File: src/rtl/conv_host_ctrl.sv
// Host-side partner of the convolution engine: streams the x buffer out over a
// valid/ready master port, raises conv_start, and captures y results into a readback buffer.
module conv_host_ctrl #(
  parameter int X_MEM_SIZE = 8,
  parameter int F_MEM_SIZE = 4,
  parameter int DATA_WIDTH = 8,
  parameter int Y_WIDTH    = 19,
  parameter int NUM_Y      = X_MEM_SIZE - F_MEM_SIZE + 1
) (
  input  logic                          clk,
  input  logic                          reset_n,
  input  logic                          ld_we,
  input  logic [$clog2(X_MEM_SIZE)-1:0] ld_addr,
  input  logic [DATA_WIDTH-1:0]         ld_data,
  input  logic                          run,
  input  logic                          y_stall,
  output logic [DATA_WIDTH-1:0]         m_data_x,
  output logic                          m_valid_x,
  input  logic                          m_ready_x,
  output logic                          conv_start,
  input  logic [Y_WIDTH-1:0]            s_data_y,
  input  logic                          s_valid_y,
  output logic                          s_ready_y,
  input  logic [$clog2(NUM_Y)-1:0]      rd_addr,
  output logic [Y_WIDTH-1:0]            rd_data,
  output logic                          busy,
  output logic                          done,
  output logic                          y_overflow
);

  localparam int XAW = $clog2(X_MEM_SIZE);
  localparam int YAW = $clog2(NUM_Y);
  localparam int XCW = $clog2(X_MEM_SIZE + 1);
  localparam int YCW = $clog2(NUM_Y + 1);

  localparam logic [XCW-1:0] X_PRIME_LAST = XCW'(F_MEM_SIZE - 1);
  localparam logic [XCW-1:0] X_LAST       = XCW'(X_MEM_SIZE - 1);
  localparam logic [YCW-1:0] Y_FULL       = YCW'(NUM_Y);
  localparam logic [YAW:0]   RD_LIMIT     = (YAW + 1)'(NUM_Y);

  typedef enum logic [2:0] {
    S_IDLE,
    S_PRIME,
    S_STREAM,
    S_DRAIN,
    S_DONE
  } state_t;

  state_t               state_q;
  logic [XCW-1:0]       x_idx_q;
  logic [YCW-1:0]       y_idx_q;
  logic                 m_valid_x_q;
  logic                 conv_start_q;
  logic                 done_q;
  logic                 y_ovf_q;

  logic [DATA_WIDTH-1:0] xbuf [X_MEM_SIZE];
  logic [Y_WIDTH-1:0]    ybuf [NUM_Y];

  logic x_fire;
  logic y_fire;
  logic y_store;
  logic ready_state;

  assign ready_state = (state_q == S_STREAM) || (state_q == S_DRAIN) || (state_q == S_DONE);
  assign s_ready_y   = ready_state & ~y_stall;
  assign x_fire      = m_valid_x_q & m_ready_x;
  assign y_fire      = s_valid_y & s_ready_y;
  assign y_store     = y_fire & (y_idx_q != Y_FULL);

  // x_idx only advances on a transfer and xbuf is frozen while busy, so the
  // presented sample stays stable through backpressure.
  assign m_data_x   = xbuf[x_idx_q[XAW-1:0]];
  assign m_valid_x  = m_valid_x_q;
  assign conv_start = conv_start_q;
  assign done       = done_q;
  assign y_overflow = y_ovf_q;
  assign busy       = (state_q != S_IDLE);
  assign rd_data    = ({1'b0, rd_addr} < RD_LIMIT) ? ybuf[rd_addr] : '0;

  always_ff @(posedge clk or negedge reset_n) begin
    if (!reset_n) begin
      state_q      <= S_IDLE;
      x_idx_q      <= '0;
      y_idx_q      <= '0;
      m_valid_x_q  <= 1'b0;
      conv_start_q <= 1'b0;
      done_q       <= 1'b0;
      y_ovf_q      <= 1'b0;
    end else begin
      done_q <= 1'b0;

      // Results past NUM_Y are still handshaken so the engine never deadlocks.
      if (y_fire) begin
        if (y_idx_q == Y_FULL) begin
          y_ovf_q <= 1'b1;
        end else begin
          y_idx_q <= y_idx_q + 1'b1;
        end
      end

      unique case (state_q)
        S_IDLE: begin
          if (run) begin
            state_q     <= S_PRIME;
            x_idx_q     <= '0;
            y_idx_q     <= '0;
            y_ovf_q     <= 1'b0;
            m_valid_x_q <= 1'b1;
          end
        end
        S_PRIME: begin
          if (x_fire) begin
            x_idx_q <= x_idx_q + 1'b1;
            if (x_idx_q == X_PRIME_LAST) begin
              conv_start_q <= 1'b1;
              state_q      <= S_STREAM;
            end
          end
        end
        S_STREAM: begin
          if (x_fire) begin
            x_idx_q <= x_idx_q + 1'b1;
            if (x_idx_q == X_LAST) begin
              m_valid_x_q <= 1'b0;
              state_q     <= S_DRAIN;
            end
          end
        end
        S_DRAIN: begin
          if (y_idx_q == Y_FULL) begin
            conv_start_q <= 1'b0;
            done_q       <= 1'b1;
            state_q      <= S_DONE;
          end
        end
        S_DONE: begin
          state_q <= S_IDLE;
        end
        default: begin
          state_q <= S_IDLE;
        end
      endcase
    end
  end

  always_ff @(posedge clk) begin
    if (ld_we && (state_q == S_IDLE)) begin
      xbuf[ld_addr] <= ld_data;
    end
  end

  always_ff @(posedge clk) begin
    if (y_store) begin
      ybuf[y_idx_q[YAW-1:0]] <= s_data_y;
    end
  end

endmodule
File: config.mk
export PLATFORM = sky130hd
export DESIGN_NAME = conv_host_ctrl
export DESIGN_NICKNAME = d
export VERILOG_FILES = /design/src/rtl/conv_host_ctrl.sv
export SDC_FILE = /design/constraint.sdc
export NUM_CORES = 1
export LEC_CHECK = 0
export CORE_MARGIN = 4
export CORE_UTILIZATION = 40
export DETAILED_ROUTE_END_ITERATION = 8
export SKIP_LAST_GASP = 1
export SLEW_MARGIN = 10
export SYNTH_ARGS = -nofsm -noshare
export SYNTH_HDL_FRONTEND = slang
export SYNTH_SLANG_ARGS = --single-unit
File: constraint.sdc
create_clock -name clk -period 3.8 [get_ports clk]
set_input_delay 0.57 -clock clk [delete_from_list [all_inputs] [get_ports clk]]
set_output_delay 0.57 -clock clk [all_outputs]
set_load 0.1 [all_outputs]
==> results.md <==
* Status: completed
* Synth Warn # at 0
* Clock transition at path regs at 0.06 ns
* Die Y at 139.5 um
* Leakage power at 2.953 nW
* Reg2reg setup slack at 1.52 ns
* Initial Util at 41.28%
* Crit Path Category: input pin to output pin
* Final ANT Viol Nets at 0
* Detailed-route via count at 3,507
* Syn Area/Cell at 19.27 um^2
* Mapped Area at 6918 um^2
* Sequential area share after synthesis at 74.08%
* Worst skew pair latency at 0.42 ns
* WHS Endpoint: y_overflow
* Number of diodes at 0
* CP Data Arrival Time at 2.47 ns
* Maximum vdd drop at 0.4245 mV
* Setup_tns at 0 ns
* DRC at 0
* Vias per inst at 5.173
* Slew margin rel. at 35.20%
* DIE AREA at 19,460 um^2
* Syn Nets at 402
* # port buffers at 72
* Yosys top cell area share at 69.02%
* Global-route wire length before repair at 21,420 um
* Die width at 139.5 um
* Initial DRC Count at 288
* Fraction of layout cells with a size suffix above 1 at 27.29%
* Tot GR Track Use at 14.44%
* Most common cell in the netlist: edfxtp_1
* Gp weighted congestion at 0.7435
* H-tree Lvls at 4
* Resize count post-CTS at 0
* Max-slew violation count at 0
* Top Family by Delay on Critical Path: buffers and inverters
* Unique masters post-synth at 38
* Reg2Reg Depth at 4
* CTS Hold Bufs at 0
* CP bufs+invs at 3
* Final Hold Viols at 0
* Min cycle time layout at 3.039 ns
* CTS sink cnt at 173
* Most frequent cells after synthesis: 159 x edfxtp_1, 35 x mux4_2, 29 x nor2_1
* Hold depth at 2
* Worst path slowest cell: mux4_2
* Maxcap violations at 0
* Root buf cell: clkbuf_16
* Top fanout value on the critical path at 20
* Critical path depth in cells at 6
* Pwr Density at 637.5 nW/um^2
* Initial antenna violation count at 0
* GRT Residual Overflow at 0
* Vias in the first global route at 3,878
* Yosys top cell by area: edfxtp_1
* Worst Hold Launch: y_overflow
* Dominant cells by area after synthesis: edfxtp_1 69%, mux4_2 11%, dfrtp_1 5.1%, mux2i_1 3.3%, mux2_2 1.6%
* Endpoint class of the critical path: output pin
* Pin count of the biggest net entering global routing at 21
* Nets@finish at 489
* Tcrit/Tclk final at 79.98%
* Critical Path Max Stage Delay at 0.56 ns
* Post-DP HPWL at 8322 um
* I/O pin cnt at 73
* Most used DFF post-synth: edfxtp_1
* CORE AREA at 16,760 um^2
* FP Rows at 47
* Drt pass-1 iters at 4
* EDFF count, synth at 159
* Final core occ at 51.95%
* CP required at 3.23 ns
* Routed WL per cell at 19.50 um
* CTS tree: built
* Actual slew at the worst max-slew pin at 0.9689 ns
* Fmax at 329.0 MHz
* RSZ-0062 raised after global routing: false
* Startpoint type of the worst setup path: input pin
* Gate Count Post-Synth at 359
* Final setup vio count at 0
* Reg-to-Reg Start: state_q[2]
* Clk_skew at 0.005471 ns
* Cts bufs inserted at 17
* CP Cell Sequence: clkdlybuf4s50_1, buf_4, mux4_2, mux2i_1, nor2_1, buf_12
* CTS max path bufs at 2
* Area delta synth->final at 25.86%
* Ys async rst share at 8.092%
* Worst hold path class: flip-flop to flip-flop
* FF-to-FF End: ybuf[4][18]
* Total Wirelength at 13,220 um
* Number of synthesized register bits at 173
* Setup repair bufs after CTS at 0
==> per-stage QoR <==
stage	worst slack, ns	instance area (um^2)	hold slack, ns	cells	total power, mW
detailed placement	0.7400	8127	0.5131	647	3.903
floorplan	0.2546	6918	0.2744	359	3.503
global placement	0.7550	8127	0.4764	647	3.883
global route	0.6327	8707	0.5673	678	5.790
CTS	0.7288	8707	0.5281	678	5.621
finish	0.7607	8707	0.5147	678	5.551
==> final cells by class <==
cell class                 instances  area (um^2)
timing repair buffer              84        978.4
inverter                           6        22.52
fill                            1389         8053
clock buffer                      18        429.2
multi-input combinational        164         1725
tap                              220        275.3
clock inverter                    13        151.4
sequential                       173         5125
==> placed cells by master, fill, tap and decap left out, types with 2 or more instances in the layout <==
| cell type | netlist | final |
|---|---|---|
| dfrtp_1 | 14 | 14 |
| buf_4 | 3 | 21 |
| a21oi_1 | 2 | 2 |
| clkinv_2 | 0 | 2 |
| and3_1 | 2 | 2 |
| nor3_1 | 9 | 6 |
| inv_1 | 6 | 6 |
| or3_1 | 2 | 2 |
| nor3_2 | 0 | 3 |
| clkinv_4 | 0 | 2 |
| nor2b_1 | 4 | 4 |
| mux2_2 | 10 | 10 |
| nand2b_1 | 6 | 6 |
| mux2i_1 | 23 | 23 |
| nor2_1 | 29 | 29 |
| o21ai_1 | 2 | 2 |
| buf_12 | 0 | 19 |
| bufinv_16 | 0 | 2 |
| nand3b_1 | 2 | 2 |
| edfxtp_1 | 159 | 159 |
| mux4_2 | 35 | 35 |
| inv_6 | 0 | 6 |
| nor4_2 | 0 | 2 |
| nand3_1 | 4 | 4 |
| nor4b_4 | 0 | 2 |
| clkbuf_16 | 0 | 17 |
| ha_1 | 3 | 3 |
| clkdlybuf4s50_1 | 0 | 44 |
| nand2_1 | 11 | 11 |
| o21ai_0 | 3 | 3 |
==> cells by family after synthesis <==
family / Yosys count / share of synthesized area, %
fa+ha+maj: 3 / 0.5427
flops: 173 / 74.08
simple gates: 79 / 5.896
xor+xnor: 1 / 0.1266
buf+inv: 22 / 1.628
compound gates: 13 / 1.375
mux: 68 / 16.35
==> worst reg2reg max path, delay by kind of cell, from the launching register on <==
kind	cells	cell delay (ns)
compound gates	1	0.42
buf+inv	1	0.35
flops	1	0.52
simple gates	2	0.64
==> worst max path at each step <==
stage,end,slack (ns),start
6_report,rd_data[4],0.76,rd_addr[0]
5_1_grt,rd_data[4],0.63,rd_addr[0]
4_1_cts,rd_data[4],0.73,rd_addr[0]
3_5_place_dp,rd_data[4],0.74,rd_addr[0]
3_3_place_gp,rd_data[4],0.76,rd_addr[0]
2_1_floorplan,ybuf[2][0],0.25,state_q[0]
==> routing by layer <==
| layer | up-vias | wire length (um) | global-route usage [%] |
|---|---|---|---|
| li1 | 1620 | - | - |
| met1 | 1799 | 5628 | 17.88 |
| met2 | 75 | 6908 | 24.68 |
| met3 | 13 | 534 | 4.048 |
| met4 | 0 | 147 | 4.634 |
| met5 | - | 0 | 0 |
==> state kept, by name, indices dropped and copies added (netlist names), 3 cells and up <==
signal	count
state_q	3
xbuf	64
x_idx_q	4
ybuf	95
y_idx_q	3
==> where the power goes <==
group / total, mW / switching [mW] / internal, mW / leakage, nW
combinational: 1.57 / 1.02 / 0.545 / 1.06
clock: 1.71 / 0.731 / 0.982 / 0.288
sequential: 2.27 / 0.131 / 2.14 / 1.60
(Power assumes the default switching activity.)
